### config.mk
export PLATFORM = sky130hd
export DESIGN_NAME = operand_fetch_ctrl
export DESIGN_NICKNAME = d
export VERILOG_FILES = /design/src/rtl/cpu_pkg.sv /design/src/rtl/operand_fetch_ctrl.sv
export SDC_FILE = /design/constraint.sdc
export NUM_CORES = 1
export LEC_CHECK = 0
export ABC_AREA = 1
export CORE_MARGIN = 3
export CORE_UTILIZATION = 38
export DETAILED_ROUTE_END_ITERATION = 16
export PLACE_DENSITY = 0.86
export SYNTH_ARGS = -nofsm -noshare
export SYNTH_HDL_FRONTEND = slang
export SYNTH_SLANG_ARGS = --single-unit
### constraint.sdc
create_clock -name clk -period 1.2 [get_ports clk]
set_input_delay 0.24 -clock clk [delete_from_list [all_inputs] [get_ports clk]]
set_output_delay 0.24 -clock clk [all_outputs]
set_load 0.03 [all_outputs]
### src/rtl/cpu_pkg.sv
// cpu_pkg: shared state type and register-bank constants for the operand fetch controller
package cpu_pkg;
   typedef enum logic [2:0] {IDLE, RD_A, RD_B, LD_B, LD_A, ISS} ofc_state_t;
   localparam int REG_AW = 4;
   localparam logic [3:0] ACC_ADDR = 4'd0;
endpackage

### src/rtl/operand_fetch_ctrl.sv
// operand_fetch_ctrl: serializes Op1/Op2 reads over the shared register-bank port and strobes the operand latches
// Optional build macro OPFETCH_ACC_BYPASS_EN: operands addressing R0 load straight from the accumulator.
import cpu_pkg::*;
module operand_fetch_ctrl #(
   parameter int AW = REG_AW
) (
   input  logic          clk,
   input  logic          rst,
   input  logic          dec_valid,
   output logic          dec_ready,
   input  logic [AW-1:0] dec_op1_addr,
   input  logic [AW-1:0] dec_op2_addr,
   input  logic          dec_use_op2,
   output logic          rf_rd_en,
   output logic [AW-1:0] rf_rd_addr,
   output logic          op1_load,
   output logic          op2_load,
   output logic          op1_src_acc,
   output logic          op2_src_acc,
   output logic [AW-1:0] op1_addr_q,
   output logic [AW-1:0] op2_addr_q,
   output logic          ex_valid,
   input  logic          ex_ready,
   output logic          busy
);
`ifdef OPFETCH_ACC_BYPASS_EN
   localparam bit BYP = 1'b1;
`else
   localparam bit BYP = 1'b0;
`endif
   localparam logic [AW-1:0] ACC = AW'(ACC_ADDR);
   ofc_state_t state, state_n;
   logic use2_q, acc_cyc;
   // a*: operand comes from the accumulator; p*: operand needs its own port read;
   // dup: Op2 equals a port-read Op1 and rides on the same read
   logic a1, a2, p1, p2, dup, none, new_none;
   assign a1 = BYP && op1_addr_q == ACC;
   assign a2 = BYP && use2_q && op2_addr_q == ACC;
   assign p1 = !a1;
   assign dup = use2_q && !a2 && p1 && op1_addr_q == op2_addr_q;
   assign p2 = use2_q && !a2 && !dup;
   assign none = !p1 && !p2;
   assign new_none = BYP && dec_op1_addr == ACC && (!dec_use_op2 || dec_op2_addr == ACC);
   // state register and request capture on accept
   always_ff @(posedge clk) begin
      if (rst) begin
         state      <= IDLE;
         op1_addr_q <= '0;
         op2_addr_q <= '0;
         use2_q     <= 1'b0;
      end else begin
         state <= state_n;
         if (dec_valid && dec_ready) begin
            op1_addr_q <= dec_op1_addr;
            op2_addr_q <= dec_op2_addr;
            use2_q     <= dec_use_op2;
         end
      end
   end
   // next state and per-state strobes; acc loads land in the first post-accept cycle
   always_comb begin
      dec_ready   = state == IDLE;
      busy        = state != IDLE;
      ex_valid    = state == ISS;
      rf_rd_en    = state == RD_A || state == RD_B;
      rf_rd_addr  = state == RD_B ? op2_addr_q : state == RD_A ? (p1 ? op1_addr_q : op2_addr_q) : '0;
      acc_cyc     = state == RD_A || (state == LD_A && none);
      op1_src_acc = acc_cyc && a1;
      op2_src_acc = acc_cyc && a2;
      op1_load    = op1_src_acc || state == RD_B || (state == LD_A && p1);
      op2_load    = op2_src_acc || state == LD_B || (state == LD_A && (p2 || dup));
      case (state)
         IDLE:    state_n = dec_valid ? (new_none ? LD_A : RD_A) : IDLE;
         RD_A:    state_n = p1 && p2 ? RD_B : LD_A;
         RD_B:    state_n = LD_B;
         LD_B:    state_n = ISS;
         LD_A:    state_n = ISS;
         ISS:     state_n = ex_ready ? IDLE : ISS;
         default: state_n = IDLE;
      endcase
   end
endmodule

==> run metrics <==
post-synthesis cell count 89; Mean Syn Cell Area 7.48 sq um; initial core utilization 42.2%; CTS tree done; critical path arrival 1.33 ns; Core ar. 1580 sq um; grt ovf 0; Startpoint Class flop; hold crit path type reg2reg; TritonRoute pass-1 iters 4; gpl congestion 0.784; Final Max Slew Viols 0; fin cells 151; Distinct cells, synth 21; clk root buf clkbuf_4; Area growth syn-to-layout 93.4%; final core area utilization 81.7%; GRT busiest layer met2; max frequency 639 MHz; clock skew 0.00462 ns; first-pass GRT wire length 3130 microns; HPWL after DPL 1390 microns; Ports 33; Required @ worst endpoint 0.96 ns; crit end category primary output; later-pin clock latency in the skew report 0.27 ns; number of port buffers 30; Seq/Total Area, Yosys 36.1%; Synth top area share 36.1%; Post-synth EDFFs 0; mapped cell area 666 sq um; most frequent cell after synthesis nand2_1; vias in the first global route 744; WL/cell 16.1 microns; ANT cells 0; failing checks setup timing; worst hold slack 0.516 ns; Cells after DPL 141; most used flip-flop cell after synthesis dfxtp_1; # H-tree levels 1; GRT Overall Usage 19.6%; share of cells above drive strength 1 62.2%; Clock Path Buffers 2; Die W 47.9 microns; row count 14; post-synthesis async set-or-reset flop share 0%; drt initial violations 12; Die Area 2290 sq um; largest net degree at the start of global routing 20; TritonCTS buffer count 3; Routed Antenna Nets 0; outcome finished with violations; PnR worst setup slack -0.365 ns; synthesis-stage register bit count 12; LEAKAGE 0.531 nW; Ys Warns 0; max_cap viols 0; routing usage on met2 37.7%; grt met3 use 2.63%; crit-path max FO 7; initial antenna violation count 0; setup violators final 20; Peak VDD IR 1230 uV; unrepaired setup endpoints after global routing true; min cycle time layout 1.57 ns; post-route clock period utilization 130%; Worst-path clk slew 0.08 ns; Vias 808; kind of critical path reg2out; Die Ht 47.9 microns; main area contributors after synthesis dfxtp_1, a211oi_2, nand2_1, inv_1, nor2_1; GRT met1 Usage 21.0%; WL final 2430 microns; Final nets 150; final hold vios 0; Post-route DRC 0; drt via density 5.35; largest area contributor in the netlist dfxtp_1; PD cells 1740 nW/um^2; most instantiated cells after synthesis nand2_1, inv_1, nor2_1; # clock sinks 12
## repair_timing
action | in CTS | in global routing
buffers inserted | 6 | 6
pin swaps | 6 | 11
hold buffers | 0 | 0
endpoints found under the setup margin | 19 | 22
gates resized for setup | 27 | 28
gates cloned | 0 | 2
## cells by family (layout without fill, tap and decap cells)
logic type	Yosys count	in the layout	synth area share, %
other cells	1	2	0.563
compound gates	17	17	24.2
simple gates	41	43	26.7
flops	12	12	36.1
buf+inv	18	61	12.4
## per-stage QoR
step	setup TNS, ns	power (W)	worst slack, ns	cell area [sq um]
5_1_grt	-4.64	0.00234	-0.395	1290
2_1_floorplan	-0.880	0.00124	-0.158	713
3_3_place_gp	-1.09	0.00157	-0.139	1030
6_report	-3.70	0.00224	-0.365	1290
3_5_place_dp	-1.55	0.00159	-0.203	1030
4_1_cts	-2.90	0.00202	-0.327	1180
## sequential cells by signal, indices dropped and copies added, names as in the netlist
register and flops:
state 3, op1_addr_q 4, op2_addr_q 4, use2_q 1
## worst max-delay path: stages (launching register included)
cell     delay [ns]
dfxtp_2        0.35
inv_2          0.05
nand2_1        0.10
nor2_4         0.14
inv_4          0.08
o22ai_2        0.16
buf_6          0.16
## placed cells by master (no fill, tap or decap), types with 4 or more instances in the layout
cell             Yosys  routed
a211oi_2             9       9
inv_1               13       7
inv_4                0       4
dfxtp_1             12       6
buf_6                1      11
dfxtp_2              0       4
clkdlybuf4s50_1      0      12
nand2_1             19      17
nor2_4               0       5
nor2_2               1       6
buf_4                2      20
## where the power goes
part / switching, W / internal, W / total [W]
clock network: 0.000137 / 0.000116 / 0.000253
logic: 0.000842 / 0.000581 / 0.00142
registers: 0.0000749 / 0.000486 / 0.000561
total: 0.00105 / 0.00118 / 0.00224
## layer usage
layer / wire, microns / part of all wire (%)
met5: 0 / 0
met4: 33 / 1.4
met3: 103 / 4.2
met2: 1410 / 58
met1: 880 / 36
## cell type report
type,instances,area [sq um]
multi-input cells,62,520
repair buffers,44,409
fillers,96,289
flip-flops and latches,12,253
inverters,14,62.6
clock buffers,3,22.5
well taps,16,20.0
## final timing paths
| path | cells after the start | startpoint | end | slack (ns) |
|---|---|---|---|---|
| max | 6 | state[2] | rf_rd_addr[0] | -0.37 |
| min | 2 | use2_q | state[1] | 0.52 |
| max reg2reg | 8 | state[1] | op2_addr_q[0] | -0.13 |
| min reg2reg | 2 | use2_q | state[1] | 0.52 |
(Power assumes the default switching activity.)
